$ cat src/rtl/audio_mem_scheduler_pkg.sv
// ============================================================================
// Module   : audio_pkg
// Purpose  : Shared scheduler state encoding, memory geometry and mix helper.
// Revision : 1.0 - initial release
// ============================================================================
`default_nettype none

package audio_pkg;

    localparam int unsigned SLOT_DEPTH = 32000;
    localparam int unsigned ADDR_W     = 16;

    typedef enum logic [2:0] {
        ST_IDLE = 3'd0,
        ST_WR   = 3'd1,
        ST_RD0  = 3'd2,
        ST_RD1  = 3'd3,
        ST_WAIT = 3'd4
    } state_t;

    // Signed 8-bit add clamped to [-128, 127]; overflow shows as bit8 != bit7.
    function automatic logic [7:0] sat_add8(input logic [7:0] a, input logic [7:0] b);
        logic [8:0] s;
        s = {a[7], a} + {b[7], b};
        if (!s[8] && s[7]) return 8'h7F;
        if (s[8] && !s[7]) return 8'h80;
        return s[7:0];
    endfunction

endpackage

`default_nettype wire

$ cat src/rtl/audio_mem_scheduler_if.sv
// ============================================================================
// Module   : audio_mem_scheduler_if
// Purpose  : Single-port BRAM bus between the scheduler and the clip memory.
// Revision : 1.0 - initial release
// ============================================================================
`default_nettype none

interface audio_mem_scheduler_if;
    logic [audio_pkg::ADDR_W-1:0] bram_addr_out;
    logic                         bram_we_out;
    logic [7:0]                   bram_din_out;
    logic [7:0]                   bram_dout_in;

    modport master (
        output bram_addr_out,
        output bram_we_out,
        output bram_din_out,
        input  bram_dout_in
    );

    modport slave (
        input  bram_addr_out,
        input  bram_we_out,
        input  bram_din_out,
        output bram_dout_in
    );
endinterface

`default_nettype wire

$ cat src/rtl/audio_mem_scheduler_voice_ptr.sv
// ============================================================================
// Module   : audio_voice_ptr
// Purpose  : Per-voice playback read pointer with wrap and mute handling.
// Revision : 1.0 - initial release
// ============================================================================
`default_nettype none

module audio_voice_ptr
    import audio_pkg::*;
(
    input  wire logic              clk_in,
    input  wire logic              rst_in,
    input  wire logic              play_in,
    input  wire logic              rec_busy_in,
    input  wire logic              adv_in,
    input  wire logic [ADDR_W-1:0] len_in,
    output logic      [ADDR_W-1:0] ptr_out,
    output logic                   mute_out
);

    logic              play_q, play_d;
    logic [ADDR_W-1:0] ptr_q, ptr_d;
    logic [ADDR_W-1:0] ptr_inc;

    always_comb begin
        mute_out = !play_in || (len_in == '0) || rec_busy_in;
        ptr_inc  = ptr_q + 1'b1;
        play_d   = play_in;
        ptr_d    = ptr_q;
        if (mute_out || !play_q) begin
            ptr_d = '0;
        end else if (adv_in) begin
            // >= rather than == so a shortened clip cannot strand the pointer
            ptr_d = (ptr_inc >= len_in) ? '0 : ptr_inc;
        end
    end

    always_ff @(posedge clk_in) begin
        if (rst_in) begin
            play_q <= 1'b0;
            ptr_q  <= '0;
        end else begin
            play_q <= play_d;
            ptr_q  <= ptr_d;
        end
    end

    assign ptr_out = ptr_q;

endmodule

`default_nettype wire

$ cat src/rtl/audio_mem_scheduler.sv
// ============================================================================
// Module   : audio_mem_scheduler
// Purpose  : Two-slot record / two-voice playback scheduler on one shared BRAM.
//            Define AUDIO_SCHED_MIX_EN to enable the saturating voice mix.
// Revision : 1.0 - initial release
// ============================================================================
`default_nettype none

module audio_mem_scheduler
    import audio_pkg::ADDR_W;
    import audio_pkg::state_t;
    import audio_pkg::ST_IDLE;
    import audio_pkg::ST_WR;
    import audio_pkg::ST_RD0;
    import audio_pkg::ST_RD1;
    import audio_pkg::ST_WAIT;
#(
    parameter int unsigned DECIM      = 8,
    parameter int unsigned SLOT_DEPTH = audio_pkg::SLOT_DEPTH,
    parameter int unsigned RD_LAT     = 2
) (
    input  wire logic                   clk_in,
    input  wire logic                   rst_in,
    input  wire logic                   tick_in,
    input  wire logic                   rec_in,
    input  wire logic                   rec_slot_in,
    input  wire logic [7:0]             rec_data_in,
    input  wire logic [1:0]             play_in,
    audio_mem_scheduler_if.master       bram,
    output logic      [7:0]             voice0_out,
    output logic      [7:0]             voice1_out,
    output logic      [7:0]             mix_out,
    output logic                        sample_valid_out,
    output logic                        rec_full_out,
    output logic                        overrun_out
);

    localparam int unsigned       DEC_W    = (DECIM > 1) ? $clog2(DECIM) : 1;
    localparam int unsigned       LAT_W    = (RD_LAT > 1) ? $clog2(RD_LAT) : 1;
    localparam logic [ADDR_W-1:0] DEPTH_A  = ADDR_W'(SLOT_DEPTH);
    localparam logic [DEC_W-1:0]  DEC_LAST = DEC_W'(DECIM - 1);
    localparam logic [LAT_W-1:0]  LAT_LAST = LAT_W'(RD_LAT - 1);

    state_t                  state_q, state_d;
    logic [DEC_W-1:0]        dec_q, dec_d;
    logic                    stride_q, stride_d;
    logic [LAT_W-1:0]        wait_q, wait_d;
    logic [RD_LAT-1:0]       pipe_vld_q, pipe_vld_d;
    logic [RD_LAT-1:0]       pipe_voice_q, pipe_voice_d;
    logic [1:0][7:0]         hold_q, hold_d;
    logic                    rec_prev_q, rec_prev_d;
    logic                    rec_slot_q, rec_slot_d;
    logic [ADDR_W-1:0]       wr_ptr_q, wr_ptr_d;
    logic [1:0][ADDR_W-1:0]  len_q, len_d;
    logic                    full_q, full_d;
    logic                    overrun_q, overrun_d;
    logic                    valid_q, valid_d;
    logic [7:0]              voice0_q, voice0_d;
    logic [7:0]              voice1_q, voice1_d;

    logic [1:0][ADDR_W-1:0]  rd_ptr;
    logic [1:0]              mute;
    logic [1:0]              rec_busy;
    logic                    rec_rise, rec_fall, rec_active;
    logic                    seq_done, wr_en, adv;

    assign rec_rise   = rec_in && !rec_prev_q;
    assign rec_fall   = !rec_in && rec_prev_q;
    assign rec_active = rec_in && rec_prev_q;
    assign rec_busy   = {rec_active && rec_slot_q, rec_active && !rec_slot_q};
    assign seq_done   = (state_q == ST_WAIT) && (wait_q == LAT_LAST);
    assign adv        = seq_done && stride_q;
    // Gating with reset keeps a sequence caught mid-WR from corrupting memory.
    assign wr_en      = (state_q == ST_WR) && rec_active && stride_q &&
                        (wr_ptr_q < DEPTH_A) && !rst_in;

    for (genvar v = 0; v < 2; v++) begin : g_voice
        audio_voice_ptr u_ptr (
            .clk_in      (clk_in),
            .rst_in      (rst_in),
            .play_in     (play_in[v]),
            .rec_busy_in (rec_busy[v]),
            .adv_in      (adv),
            .len_in      (len_q[v]),
            .ptr_out     (rd_ptr[v]),
            .mute_out    (mute[v])
        );
    end

    always_comb begin
        bram.bram_addr_out = '0;
        bram.bram_we_out   = 1'b0;
        bram.bram_din_out  = '0;
        case (state_q)
            ST_WR: begin
                bram.bram_addr_out = (rec_slot_q ? DEPTH_A : '0) + wr_ptr_q;
                bram.bram_we_out   = wr_en;
                bram.bram_din_out  = rec_data_in;
            end
            ST_RD0:  bram.bram_addr_out = rd_ptr[0];
            ST_RD1:  bram.bram_addr_out = DEPTH_A + rd_ptr[1];
            default: ;
        endcase
    end

    always_comb begin
        state_d  = state_q;
        wait_d   = '0;
        dec_d    = dec_q;
        stride_d = stride_q;
        case (state_q)
            ST_IDLE: if (tick_in) begin
                state_d  = ST_WR;
                stride_d = (dec_q == DEC_LAST);
                dec_d    = (dec_q == DEC_LAST) ? '0 : dec_q + 1'b1;
            end
            ST_WR:   state_d = ST_RD0;
            ST_RD0:  state_d = ST_RD1;
            ST_RD1:  state_d = ST_WAIT;
            ST_WAIT: begin
                if (wait_q == LAT_LAST) state_d = ST_IDLE;
                else                    wait_d  = wait_q + 1'b1;
            end
            default: state_d = ST_IDLE;
        endcase
    end

    // Read tags ride alongside the BRAM latency so data lands in the right voice.
    always_comb begin
        pipe_vld_d[0]   = (state_q == ST_RD0) || (state_q == ST_RD1);
        pipe_voice_d[0] = (state_q == ST_RD1);
        for (int i = 1; i < RD_LAT; i++) begin
            pipe_vld_d[i]   = pipe_vld_q[i-1];
            pipe_voice_d[i] = pipe_voice_q[i-1];
        end
        hold_d = hold_q;
        if (pipe_vld_q[RD_LAT-1]) hold_d[pipe_voice_q[RD_LAT-1]] = bram.bram_dout_in;
        valid_d  = seq_done;
        voice0_d = voice0_q;
        voice1_d = voice1_q;
        if (seq_done) begin
            voice0_d = mute[0] ? '0 : hold_d[0];
            voice1_d = mute[1] ? '0 : hold_d[1];
        end
    end

    always_comb begin
        rec_prev_d = rec_in;
        rec_slot_d = rec_slot_q;
        wr_ptr_d   = wr_ptr_q;
        len_d      = len_q;
        full_d     = full_q;
        if (rec_rise) begin
            rec_slot_d         = rec_slot_in;
            wr_ptr_d           = '0;
            len_d[rec_slot_in] = '0;
            full_d             = 1'b0;
        end else begin
            if (wr_en) begin
                wr_ptr_d          = wr_ptr_q + 1'b1;
                len_d[rec_slot_q] = wr_ptr_q + 1'b1;
                if (wr_ptr_q + 1'b1 == DEPTH_A) full_d = 1'b1;
            end
            if (rec_fall) len_d[rec_slot_q] = wr_ptr_q;
        end
        overrun_d = overrun_q || (tick_in && (state_q != ST_IDLE));
    end

    always_ff @(posedge clk_in) begin
        if (rst_in) begin
            state_q      <= ST_IDLE;
            dec_q        <= '0;
            stride_q     <= 1'b0;
            wait_q       <= '0;
            pipe_vld_q   <= '0;
            pipe_voice_q <= '0;
            hold_q       <= '0;
            rec_prev_q   <= 1'b0;
            rec_slot_q   <= 1'b0;
            wr_ptr_q     <= '0;
            len_q        <= '0;
            full_q       <= 1'b0;
            overrun_q    <= 1'b0;
            valid_q      <= 1'b0;
            voice0_q     <= '0;
            voice1_q     <= '0;
        end else begin
            state_q      <= state_d;
            dec_q        <= dec_d;
            stride_q     <= stride_d;
            wait_q       <= wait_d;
            pipe_vld_q   <= pipe_vld_d;
            pipe_voice_q <= pipe_voice_d;
            hold_q       <= hold_d;
            rec_prev_q   <= rec_prev_d;
            rec_slot_q   <= rec_slot_d;
            wr_ptr_q     <= wr_ptr_d;
            len_q        <= len_d;
            full_q       <= full_d;
            overrun_q    <= overrun_d;
            valid_q      <= valid_d;
            voice0_q     <= voice0_d;
            voice1_q     <= voice1_d;
        end
    end

`ifdef AUDIO_SCHED_MIX_EN
    logic [7:0] mix_q, mix_d;

    always_comb begin
        mix_d = mix_q;
        if (seq_done) mix_d = audio_pkg::sat_add8(voice0_d, voice1_d);
    end

    always_ff @(posedge clk_in) begin
        if (rst_in) mix_q <= '0;
        else        mix_q <= mix_d;
    end

    assign mix_out = mix_q;
`else
    assign mix_out = '0;
`endif

    assign voice0_out       = voice0_q;
    assign voice1_out       = voice1_q;
    assign sample_valid_out = valid_q;
    assign rec_full_out     = full_q;
    assign overrun_out      = overrun_q;

endmodule

`default_nettype wire
$ cat src/flat_wrapper.sv
// flat-port wrapper written by rule: the top's interface ports become plain ports
module audio_mem_scheduler_flat import audio_pkg::ADDR_W; import audio_pkg::state_t; import audio_pkg::ST_IDLE; import audio_pkg::ST_WR; import audio_pkg::ST_RD0; import audio_pkg::ST_RD1; import audio_pkg::ST_WAIT;
#(
    parameter int unsigned DECIM      = 8,
    parameter int unsigned SLOT_DEPTH = audio_pkg::SLOT_DEPTH,
    parameter int unsigned RD_LAT     = 2
)
  (clk_in, rst_in, tick_in, rec_in, rec_slot_in, rec_data_in, play_in, voice0_out, voice1_out, mix_out, sample_valid_out, rec_full_out, overrun_out, bram_bram_addr_out, bram_bram_we_out, bram_bram_din_out, bram_bram_dout_in);
  audio_mem_scheduler_if bram_i ();
  input  wire logic clk_in;
  input  wire logic rst_in;
  input  wire logic tick_in;
  input  wire logic rec_in;
  input  wire logic rec_slot_in;
  input  wire logic [7:0] rec_data_in;
  input  wire logic [1:0] play_in;
  output logic      [7:0] voice0_out;
  output logic      [7:0] voice1_out;
  output logic      [7:0] mix_out;
  output logic sample_valid_out;
  output logic rec_full_out;
  output logic overrun_out;
  output wire logic [$bits(bram_i.bram_addr_out)-1:0] bram_bram_addr_out;
  output wire logic [$bits(bram_i.bram_we_out)-1:0] bram_bram_we_out;
  output wire logic [$bits(bram_i.bram_din_out)-1:0] bram_bram_din_out;
  input wire logic [$bits(bram_i.bram_dout_in)-1:0] bram_bram_dout_in;
  assign bram_bram_addr_out = bram_i.bram_addr_out;
  assign bram_bram_we_out = bram_i.bram_we_out;
  assign bram_bram_din_out = bram_i.bram_din_out;
  assign bram_i.bram_dout_in = bram_bram_dout_in;
  audio_mem_scheduler #(.DECIM(DECIM), .SLOT_DEPTH(SLOT_DEPTH), .RD_LAT(RD_LAT)) u_core (.clk_in(clk_in), .rst_in(rst_in), .tick_in(tick_in), .rec_in(rec_in), .rec_slot_in(rec_slot_in), .rec_data_in(rec_data_in), .play_in(play_in), .bram(bram_i), .voice0_out(voice0_out), .voice1_out(voice1_out), .mix_out(mix_out), .sample_valid_out(sample_valid_out), .rec_full_out(rec_full_out), .overrun_out(overrun_out));
endmodule
$ cat config.mk
export PLATFORM = sky130hd
export DESIGN_NAME = audio_mem_scheduler_flat
export DESIGN_NICKNAME = d
export VERILOG_FILES = /design/src/rtl/audio_mem_scheduler_pkg.sv /design/src/rtl/audio_mem_scheduler_if.sv /design/src/rtl/audio_mem_scheduler_voice_ptr.sv /design/src/rtl/audio_mem_scheduler.sv /design/src/flat_wrapper.sv
export SDC_FILE = /design/constraint.sdc
export NUM_CORES = 1
export LEC_CHECK = 0
export BUFFER_PORTS_ARGS = -buffer_cell sky130_fd_sc_hd__buf_2
export CORE_MARGIN = 2
export CORE_UTILIZATION = 59
export CTS_CLUSTER_SIZE = 14
export DETAILED_ROUTE_END_ITERATION = 7
export PLACE_DENSITY = 0.76
export SYNTH_ARGS = -nofsm -noshare
export SYNTH_HDL_FRONTEND = slang
export SYNTH_HIERARCHICAL = 1
export SYNTH_SLANG_ARGS = --single-unit
$ cat constraint.sdc
create_clock -name clk_in -period 3.8 [get_ports clk_in]
set_input_delay 0.19 -clock clk_in [delete_from_list [all_inputs] [get_ports clk_in]]
set_output_delay 0.19 -clock clk_in [all_outputs]
set_load 0.01 [all_outputs]
**Yosys cells after proc, flatten, opt, wreduce, memory -nomap -nowiden**

Cells that the tools add are included.

- Reductions and logical operators: 42
- Mux-type cells: 26
- Equal/unequal tests: 8
- Add/sub/neg operators: 7
- Bitwise gates (word level): 3
- Order comparisons: 9

Operator list:

| operator | count |
|---|---|
| 32-bit 2-to-1 mux | 4 |
| 16-bit 2-to-1 mux | 5 |
| 32-bit bitwise mux | 2 |
| 16-bit by 1-bit adder with 16-bit output, second input constant | 3 |
| 16-bit one-hot mux with 3 select lines | 1 |
| 32-bit bitwise AND | 1 |
| 16-bit demux with 1-bit select | 2 |
| 16-bit >= comparator | 2 |
| 16-bit logical NOT | 2 |
| 8-bit 2-to-1 mux | 4 |
| 32-bit inverter | 1 |
| 15-bit by 16-bit adder with 16-bit output, first input constant | 1 |
| 16-bit adder | 1 |
| 16-bit bitwise mux | 1 |
| 16-bit by 15-bit == test with 1-bit output, second input constant | 1 |
| 16-bit by 15-bit less-than comparator with 1-bit output, second input constant | 1 |
| 1-bit logical AND | 15 |
| 15-bit 2-to-1 mux | 1 |
| 3-bit one-hot mux with 5 select lines | 1 |
| 3-bit 2-to-1 mux | 3 |
| 8-bit demux with 1-bit select | 1 |
| 1-bit logical NOT | 8 |
| 1-bit logical OR | 8 |
| 3-bit by 2-bit == test with 1-bit output, second input constant | 2 |
| other kinds (15) | 24 |

- Bits of input ports: 23
- Logic and storage cells: 117
- Register bits: 131
- Output and inout bits: 52

**Logic depth before layout (Yosys ltp)**

Gate-level depths: netlist (run 1).

- Word-level depth: 10
- Depth in mapped cells: 11
- Depth with buffers taken out: 11

**Cells and area by module**

The synthesis (run 1) kept the hierarchy.

Modules (own cells, without submodules):

| module | seq. area each (µm²) | cells an instance | times used | area an instance (µm²) |
|---|---|---|---|---|
| audio_mem_scheduler | 1941.9 | 541 | 1 | 4725.8 |
| audio_voice_ptr | 340.3 | 163 | 2 | 1358.8 |

**Worst setup path after synthesis (run 1)**

No wires, ideal clock.

- Kind: flip-flop to flip-flop
- Start point: register u_core.g_voice[1].u_ptr.ptr_q[0]
- End point: register u_core.g_voice[1].u_ptr.ptr_q[11]
- Required time: 3740 ps
- Arrival time: 2808 ps
- Path buffers: 0
- Cell stages (with the launch flop): 12
- Setup time: 60 ps
- Clock period less this slack: 2868 ps
- Setup slack: 932 ps
- Cell sequence: dfxtp_1 ha_1 and4_1 nand4_1 o21a_1 or2_2 ha_1 o21ai_0 o21ai_1 a2111oi_4 o21a_4 a22o_1

- Word-level cells in the longest chain between the ends: 3

Ends and longest elaborated chain:

| what | RTL line | text |
|---|---|---|
| start: declaration | audio_mem_scheduler_voice_ptr.sv:22 | `logic [ADDR_W-1:0] ptr_q, ptr_d;` |
| start signal: assignment | audio_mem_scheduler_voice_ptr.sv:44 | `ptr_q <= ptr_d;` |
| 16-bit by 1-bit adder with 16-bit output * | audio_mem_scheduler_voice_ptr.sv:27 | `ptr_inc = ptr_q + 1'b1;` |
| 16-bit >= comparator | audio_mem_scheduler_voice_ptr.sv:34 | `ptr_d = (ptr_inc >= len_in) ? '0 : ptr_inc;` |
| 16-bit 2-to-1 mux * | audio_mem_scheduler_voice_ptr.sv:34 |  |

Every way passes the cells marked *; elsewhere a longest branch is shown, timed or not.
A chain may end at the register's enable or synchronous reset.

**Worst setup path after layout (run 1)**

- Start point: register u_core.g_voice[1].u_ptr.ptr_q[0]
- End point: register u_core.g_voice[1].u_ptr.ptr_q[4]

Same word-level chain as after synthesis.

==> results_dict.tcl, run 1 <==
set metrics [dict create \
    outcome "complete, no violations" \
    hp-class "input pin to register" \
    dieArea_sq_um 13500 \
    fill_cells 1066 \
    async_flop_share_pct 0 \
    cp.required_ps 4170 \
    drt_wl_total_um 19400 \
    hold_viol 0 \
    routed_via_density 5.87 \
    clock_latency_ps 430 \
    drtAntennaViolNets 0 \
    rows 41 \
    worst_pin_slew_ps 1100 \
    postLayoutCoreUtil_pct 67.3 \
    post_cts_resized 0 \
    p_clk_share_pct 50.4 \
    syn_to_final_growth_pct 12.6 \
    diodes 0 \
    drcViolationCount 0 \
    syn_area_per_cell_sq_um 8.59 \
    ys_seq_area_share_pct 35.2 \
    wire_per_inst_um 17.5 \
    detail_route.first_pass.iterations 5 \
    clkSinkCount 131 \
    cts_hold_buf 1 \
    synth_seq_cells 131 \
    dieWidth_um 116 \
    synth_edf_count 0 \
    ir_drop_mv 0.342 \
    yosysTopAreaCell "dfxtp_1" \
    vias 6491 \
    swShare_pct 26.9 \
    syn-instance-count 867 \
    grt_max_degree 45 \
    pin_count 75 \
    powerDensity_nw_per_um2 379 \
    fin_setup_tns_ps 0 \
    drtIter0Drc 596 \
    tritoncts "built" \
    synth-main-ff-cell "dfxtp_1" \
    worstSetupStartpointType "register" \
    synth.distinct_cells 63 \
    post-cts-setup-buffers 0 \
    grt_usage_pct 29.5 \
    grt_overflow_total 0 \
    endpoint_kind "register" \
    clock_skew_ps 9.17 \
    synth.top_cell.area_share_pct 35.2 \
    syn-cell-area_sq_um 7440 \
    max_slew_margin_pct 26.4 \
    die_y_um 116 \
    fmax_mhz 293 \
    worst_slack_ps 387 \
    p_leak_nw 3.58 \
    p_int_mw 2.32 \
    nets 990 \
    cts_root_buffer "clkbuf_16" \
    path_class "register to register" \
    clk_path_buf_depth 2 \
    ys_top_cells_by_area "dfxtp_1 (35%), ha_1 (7.7%), a22o_1 (5.1%)" \
    start_util_pct 59.7 \
    grt_pass1_vias 5908 \
    grt_setup_unrepaired "no" \
    antenna_found_initial 0 \
    dpl_worst_slack_ps 535 \
    finalSetupViolCount 0 \
    arrival_ps 3780 \
    cp_max_fo 9 \
    htreeDepth 4 \
    switching_power_mw 0.855 \
    period_needed_ps 3410 \
    p_seq_share_pct 44.6 \
    yosysWarnings 6 \
    numCtsBuffers 17 \
    period_share_pct 89.8 \
    port_buffers 66 \
    grt_pass1_wl_um 30600 \
    share_comb_of_total_power_pct 5.1 \
    place_hpwl_um 14100 \
    cts.clk_slew.worst_paths_ps 70 \
    place_congestion 0.910 \
    drv_cap 0 \
    core_area_sq_um 12500 \
    slew_violations 0 \
    drive_gt1_share_pct 16.6 \
]
## cells in the final DEF, fill, tap and decap left out, drive strengths merged, types with 3 or more instances in the layout
cell / n
dfxtp: 131
nand2: 98
nor2: 78
buf: 72
inv: 48
o21ai: 47
ha: 46
a22o: 43
a21oi: 35
xnor2: 27
nand3: 26
nor2b: 23
nor3: 19
clkbuf: 17
xor2: 17
mux2i: 15
or2: 15
nand4: 14
o221ai: 14
nor4: 14
a22oi: 13
nand2b: 13
and2: 13
mux2: 10
and3: 9
a31oi: 8
conb: 8
o21a: 7
and4: 6
a21o: 4
a41o: 4
clkinv: 4
o22ai: 3
nor3b: 3
a21boi: 3
o31a: 3
## worst paths after layout
kind,start,end,slack [ps],depth (start not counted)
max reg2reg,u_core/g_voice[1].u_ptr/ptr_out[0],u_core/g_voice[1].u_ptr/ptr_out[4],390,11
max,u_core/g_voice[1].u_ptr/ptr_out[0],u_core/g_voice[1].u_ptr/ptr_out[4],390,11
min reg2reg,u_core/pipe_voice_q[0],u_core/pipe_voice_q[1],440,1
min,play_in[1],u_core/g_voice[1].u_ptr/play_q,30,2
## power by group through the flow
| stage | Clock [mW] | Sequential (mW) | Combinational (mW) |
|---|---|---|---|
| global route | 1.68 | 1.42 | 0.177 |
| global placement | 0 | 1.45 | 0.158 |
| detailed placement | 0 | 1.45 | 0.158 |
| CTS | 1.62 | 1.42 | 0.160 |
| finish | 1.60 | 1.42 | 0.161 |
| floorplan | 0 | 1.42 | 0.131 |
## worst max-delay path: stages (launching register included)
cell,delay [ps]
dfxtp_1,450
ha_1,260
and4_1,260
nand4_1,200
o21a_1,250
or2_2,290
ha_1,290
o21ai_0,190
o21ai_1,120
a2111oi_4,600
o21a_4,290
a22o_1,150
## per-stage QoR
stage	total power [mW]	instances	area, sq um	hold slack (ps)
final	3.18	1106	8380	33.8
after global routing	3.27	1106	8380	29.5
after CTS	3.19	1106	8380	16.9
after detailed placement	1.60	1073	7790	429
after global placement	1.60	1073	7790	427
after floorplan	1.55	874	7470	262
## layer usage
metal	GRT usage (%)	up-vias	part of all wire, %
li1	-	3208	-
met2	46.1	238	45
met4	9.21	0	2.2
met5	0	-	0
met1	41.2	3004	46
met3	6.07	41	6.0
## final cells by class
cell class | count | area, sq um | area share (%)
Clock buffer | 17 | 425 | 5.07
Clock inverter | 15 | 156 | 1.87
Inverter | 39 | 146 | 1.75
Multi-Input combinational cell | 659 | 4430 | 52.9
Sequential cell | 131 | 2620 | 31.3
Tap cell | 172 | 215 | 2.57
Timing Repair Buffer | 73 | 385 | 4.60
## cells in the mapped netlist, drive strengths merged, types with 14 or more instances
cell type,number
nor4,14
o21ai,47
nor3,19
nand4,14
xor2,17
mux2i,15
xnor2,27
nor2b,23
or2,15
a22o,43
inv,39
nand2,98
o221ai,14
buf,29
a21oi,35
ha,46
nand3,26
nor2,78
dfxtp,131
clkbuf,16
## cells by family after synthesis
logic type               Yosys count  synth area share, %
adder cells (fa/ha/maj)           46                 7.73
buffers and inverters             84                 5.56
other                              1               0.0504
flip-flops                       131                 35.2
AO/OA/AOI/OAI                    201                 20.1
AND/OR/NAND/NOR                  335                 22.6
multiplexers                      25                 3.53
XOR/XNOR                          44                 5.18
(Power assumes the default switching activity.)
==> inputs of run 2 (changes only) <==
--- a/config.mk
+++ b/config.mk
@@ -6,6 +6,7 @@
 export NUM_CORES = 1
 export LEC_CHECK = 0
 export BUFFER_PORTS_ARGS = -buffer_cell sky130_fd_sc_hd__buf_2
+export CORE_ASPECT_RATIO = 0.75
 export CORE_MARGIN = 2
 export CORE_UTILIZATION = 59
 export CTS_CLUSTER_SIZE = 14
@@ -13,5 +14,4 @@
 export PLACE_DENSITY = 0.76
 export SYNTH_ARGS = -nofsm -noshare
 export SYNTH_HDL_FRONTEND = slang
-export SYNTH_HIERARCHICAL = 1
 export SYNTH_SLANG_ARGS = --single-unit
==> run 2 against run 1 <==
Area after synthesis rose by 2.6%. Global-route usage rose by 1.6 points. Combinational power barely moved. Sequential share of layout area fell by 0.95 points. Final cell count rose by 6.1%. Setup slack got worse by 110 ps. Worst hold slack improved by 10 ps. Final area rose by 3.1%. Routed wire length rose by 7.1%. Sequential power barely moved. First-iteration DRC count rose by 21%. Via count rose by 8.3%. Critical path type unchanged.
==> results_dict.tcl, run 2 <==
set metrics [dict create \
    dieArea_sq_um 13900 \
    reg2reg_to "u_core.g_voice[1].u_ptr.ptr_out[0]" \
    antenna_found_initial 0 \
    place_congestion 0.936 \
    hold-worst-slack_ps 43.9 \
    outcome "complete, no violations" \
    holdPathEnd "u_core.hold_q[2]" \
    drv_cap 0 \
    ys_top_cells_by_area "dfxtp_1 (34%), ha_1 (7.5%), nor2_1 (6.0%)" \
    detail_route.first_pass.iterations 5 \
    grt_overflow_total 0 \
    yosysMostFrequentCell "dfxtp_1" \
    yosysTopAreaCell "dfxtp_1" \
    drtIter0Drc 722 \
    clock_latency_ps 430 \
    worst_pin_slew_ps 969 \
    path_class "register to register" \
    cp.required_ps 4090 \
    start_util_pct 61.4 \
    drt_wl_total_um 20800 \
    finalSetupViolCount 0 \
    nets 1063 \
    synthTopCellsByCount "dfxtp_1 (131), nor2_1 (122), nand2_1 (82)" \
    critPathMaxStageDelay_ps 580 \
    place_hpwl_um 14800 \
    synth_seq_cells 131 \
    dieWidth_um 135 \
    syn_area_per_cell_sq_um 8.09 \
    routed_via_density 5.99 \
    htreeDepth 4 \
    cts.clk_slew.worst_paths_ps 60 \
    fin_area_sq_um 8650 \
    final_cell_mix "dfxtp_1 (131), nor2_1 (122), nand2_1 (82), a21oi_1 (66), buf_2 (66)" \
    ys_seq_area_share_pct 34.3 \
    period_share_pct 92.6 \
    stdcell_count 1173 \
    core_area_sq_um 12400 \
    grt_setup_unrepaired "no" \
    syn-cell-area_sq_um 7640 \
    drive_gt1_share_pct 14.6 \
    ff2ff_setup_slack_ps 280 \
    reg2reg_depth 12 \
    post-cts-setup-buffers 0 \
    diodes 0 \
    pin_count 75 \
    p_leak_nw 3.67 \
    grt_usage_pct 31.1 \
    period_needed_ps 3520 \
    numCtsBuffers 17 \
    grt_max_degree 61 \
    layout_commonest_cell "dfxtp_1" \
    place_inst 1140 \
    synth_edf_count 0 \
    synth.top_cell.area_share_pct 34.3 \
    rr_startpoint "u_core.g_voice[1].u_ptr.ptr_out[0]" \
    synth.distinct_cells 63 \
    arrival_ps 3800 \
    drcViolationCount 0 \
    fin_setup_tns_ps 0 \
    endpoint_kind "register" \
    clock_skew_ps 11.9 \
    worstPathBufferInverterCount 0 \
    async_flop_share_pct 0 \
    hp-start "bram_bram_dout_in[2]" \
    yosysWarnings 0 \
    crit_path_top_delay_cell "or4_4" \
    tritoncts "built" \
    synth-main-ff-cell "dfxtp_1" \
    ir_drop_mv 0.342 \
    grt_pass1_wl_um 33500 \
    syn_to_final_growth_pct 13.3 \
    max_slew_margin_pct 35.3 \
    worstPathCellList "ha_1, and2_1, nand4_1, nor2_1, xnor2_1, ha_1, nand4_1, or4_4, o32ai_4, nor3_2, mux2i_1, nor2_1" \
    place_area_sq_um 8060 \
    fill_cells 1014 \
    hold_depth 3 \
    rows 35 \
    slew_violations 0 \
    grt_pass1_vias 6475 \
    hp-class "input pin to register" \
    powerDensity_nw_per_um2 369 \
    die_y_um 103 \
    wire_per_inst_um 17.7 \
    cp_max_fo 11 \
    port_buffers 66 \
    hold_viol 0 \
    syn-instance-count 944 \
    clk_path_buf_depth 2 \
    worstSetupStartpointType "register" \
    clkSinkCount 131 \
    fmax_mhz 284 \
    path_delay_family "simple AND/OR/NAND/NOR gates" \
    vias 7031 \
    cts_root_buffer "clkbuf_16" \
    drtAntennaViolNets 0 \
]
run 2: per-layer routing:
metal | routed length, um | vias to the layer above | track usage, %
met2 | 8800 | 309 | 46.6
met4 | 350 | 0 | 10.0
met1 | 9820 | 3290 | 44.9
met3 | 1780 | 33 | 6.88
li1 | - | 3399 | -
met5 | 0 | - | 0
run 2: what timing repair did:
item	4_1_cts	5_1_grt
gates resized for setup	0	0
hold buffers	1	0
endpoints found under the hold margin	1	0
run 2: cell type report:
type                       instances  area [sq um]  share of cell area [%]
sequential                       131          2620                    30.3
inverter                          41           154                    1.78
timing repair buffer              88           498                    5.76
clock inverter                    13           138                    1.59
tap                              166           208                    2.40
multi-input combinational        715          4590                    53.0
clock buffer                      19           443                    5.12
run 2: worst max path at each step:
| stage | from | end | depth (start not counted) |
|---|---|---|---|
| after global routing | u_core.g_voice[1].u_ptr.ptr_out[0] | u_core.g_voice[1].u_ptr.ptr_out[13] | 12 |
| after global placement | u_core.g_voice[1].u_ptr.ptr_out[0] | u_core.g_voice[1].u_ptr.ptr_out[0] | 12 |
| after detailed placement | u_core.g_voice[1].u_ptr.ptr_out[0] | u_core.g_voice[1].u_ptr.ptr_out[2] | 12 |
| after floorplan | u_core.g_voice[1].u_ptr.ptr_out[0] | u_core.g_voice[1].u_ptr.ptr_out[0] | 13 |
| after CTS | u_core.g_voice[1].u_ptr.ptr_out[0] | u_core.g_voice[1].u_ptr.ptr_out[0] | 12 |
| final | u_core.g_voice[1].u_ptr.ptr_out[0] | u_core.g_voice[1].u_ptr.ptr_out[0] | 12 |
run 2: per-stage QoR:
stage / utilization (%) / power [mW] / worst slack, ps
finish: 69.5 / 3.19 / 281
global placement: 64.8 / 1.58 / 418
global route: 69.5 / 3.27 / 26.7
CTS: 69.5 / 3.20 / 334
detailed placement: 64.8 / 1.58 / 357
floorplan: - / 1.53 / 654
run 2: cells by family (layout without fill, tap and decap cells):
kind of cell	after synthesis	count (layout)	share of synthesized area [%]
buf+inv	105	161	5.95
fa+ha+maj	46	46	7.54
other cells	1	8	0.0491
xor+xnor	55	55	6.31
simple gates	372	372	23.7
mux	29	29	3.93
flops	131	131	34.3
compound gates	205	205	18.1
run 2: power by group:
group	internal, mW	switching, mW	leakage (nW)
Combinational	0.0573	0.102	2.33
Sequential	1.38	0.00891	1.06
Clock	0.942	0.696	0.280
Total	2.38	0.807	3.67
run 2: tightest hold or removal path, cell delays in order:
cell and delay, ps:
buf_2 90, mux2i_1 80, nor2_1 80
==> inputs of run 3 (changes only) <==
--- a/config.mk
+++ b/config.mk
@@ -5,7 +5,7 @@
 export SDC_FILE = /design/constraint.sdc
 export NUM_CORES = 1
 export LEC_CHECK = 0
-export BUFFER_PORTS_ARGS = -buffer_cell sky130_fd_sc_hd__buf_2
+export BUFFER_PORTS_ARGS = -buffer_cell sky130_fd_sc_hd__clkbuf_2
 export CORE_ASPECT_RATIO = 0.75
 export CORE_MARGIN = 2
 export CORE_UTILIZATION = 59
==> run 3 against run 2 <==
Non-clock buffer count shrank 3. Sequential power is essentially flat. Sequential cell count is the same. Setup slack lost 72 ps. Combinational power is essentially flat. Die area is the same. Maximum frequency shrank 2.0%. Final cell count shrank 0.26%. First-iteration DRC count grew 23%.
==> results_dict.tcl, run 3 (same netlist as run 2, synthesis figures left out) <==
set metrics [dict create \
    outcome "complete, no violations" \
    arrival_ps 3880 \
    drt_wl_total_um 21000 \
    layout_commonest_cell "dfxtp_1" \
    place_congestion 0.919 \
    cp.required_ps 4090 \
    vias 7113 \
    powerDensity_nw_per_um2 376 \
    ir_drop_mv 0.326 \
    grt_overflow_total 0 \
    grt_usage_pct 31.0 \
    register_area_sq_um 2620 \
    period_needed_ps 3590 \
    drtIter0Drc 889 \
    hp-class "input pin to register" \
    dieWidth_um 135 \
    grt_max_degree 61 \
    clkSinkCount 131 \
    finalSetupViolCount 0 \
    grt_pass1_vias 6358 \
    place_hpwl_um 14800 \
    clock_latency_ps 430 \
    worstSetupStartpointType "register" \
    postLayoutCoreUtil_pct 69.6 \
    tritoncts "built" \
    detail_route.first_pass.iterations 6 \
    multi_input_area_sq_um 4590 \
    cts_hold_buf 0 \
    drive_gt1_share_pct 14.6 \
    drv_cap 0 \
    crit_path_top_delay_cell "or4_4" \
    cts.clk_slew.worst_paths_ps 70 \
    grt_pass1_wl_um 33200 \
    clock_skew_ps 12.8 \
    path_class "register to register" \
    syn_to_final_growth_pct 13.4 \
    rows 35 \
    fin_setup_tns_ps 0 \
    htreeDepth 4 \
    dieArea_sq_um 13900 \
    pin_count 75 \
    worst_pin_slew_ps 1020 \
    fill_cells 1021 \
    clk_path_buf_depth 2 \
    antenna_found_initial 1 \
    hp-start "play_in[1]" \
    routed_via_density 6.08 \
    max_slew_margin_pct 31.2 \
    fmax_mhz 278 \
    wire_per_inst_um 17.9 \
    critPathMaxStageDelay_ps 580 \
    worstPathCellList "ha_1, and2_1, nand4_1, nor2_2, xnor2_1, ha_1, nand4_1, or4_4, o32ai_4, nor3_2, mux2i_1, nor2_1" \
    port_buffers 66 \
    drcViolationCount 0 \
    slew_violations 0 \
    cp_max_fo 11 \
    startpoint "u_core.g_voice[1].u_ptr.ptr_out[0]" \
    core_area_sq_um 12400 \
    die_y_um 103 \
    period_share_pct 94.5 \
    diodes 0 \
    p_leak_nw 3.64 \
    numCtsBuffers 17 \
    hold_viol 0 \
    drtAntennaViolNets 0 \
    cts_root_buffer "clkbuf_16" \
    final_cell_mix "dfxtp_1 (131), nor2_1 (121), nand2_1 (82), a21oi_1 (66), clkbuf_2 (66)" \
    start_util_pct 61.4 \
    rr_startpoint "u_core.g_voice[1].u_ptr.ptr_out[0]" \
    endpoint_kind "register" \
    nets 1060 \
]
run 3: critical path, delay by kind of cell, from the launching register on:
family | cells | cell delay (ps)
compound gates | 1 | 360
fa+ha+maj | 2 | 570
mux | 1 | 260
xor+xnor | 1 | 90
simple gates | 7 | 1760
flops | 1 | 420
run 3: what timing repair did:
item,4_1_cts,5_1_grt
endpoints found under the setup margin,0,3
gates resized for setup,0,1
setup buffers,0,2
run 3: layout make-up:
type                    instances  area share (%)
flip-flops and latches        131            30.3
well taps                     166            2.40
clock inverters                15            2.15
multi-input cells             715            53.0
inverters                      41            1.78
clock buffers                  17            4.91
repair buffers                 85            5.46
run 3: routing by layer:
layer	track usage (%)	vias to the layer above	part of all wire, %
met5	0	-	0.062
met4	9.29	2	2.1
met3	8.65	52	9.7
met1	43.4	3335	46
li1	-	3402	-
met2	46.7	322	42
run 3: final timing paths:
kind / endpoint / slack (ps) / depth (start not counted)
worst max-delay path: u_core.g_voice[1].u_ptr.ptr_out[0] / 210 / 12
worst min-delay path: u_core.g_voice[1].u_ptr.play_q / 9 / 2
worst max register to register: u_core.g_voice[1].u_ptr.ptr_out[0] / 210 / 12
worst min register to register: u_core.pipe_voice_q[1] / 430 / 1
run 3: through the flow:
step | hold WS, ps | setup slack [ps] | power (mW) | instances | instance area [sq um]
after floorplan | 318 | 654 | 1.53 | 951 | 7660
after global placement | 418 | 433 | 1.58 | 1136 | 8030
after detailed placement | 428 | 271 | 1.58 | 1136 | 8030
after CTS | 6.20 | 231 | 3.26 | 1168 | 8640
after global routing | 28.7 | -37.8 | 3.34 | 1170 | 8660
final | 9.29 | 209 | 3.25 | 1170 | 8660
run 3: power by group:
group	total, mW	leakage [nW]	internal, mW	switching, mW
combinational	0.157	2.28	0.0546	0.102
sequential	1.39	1.06	1.38	0.00819
clock	1.70	0.300	0.953	0.751
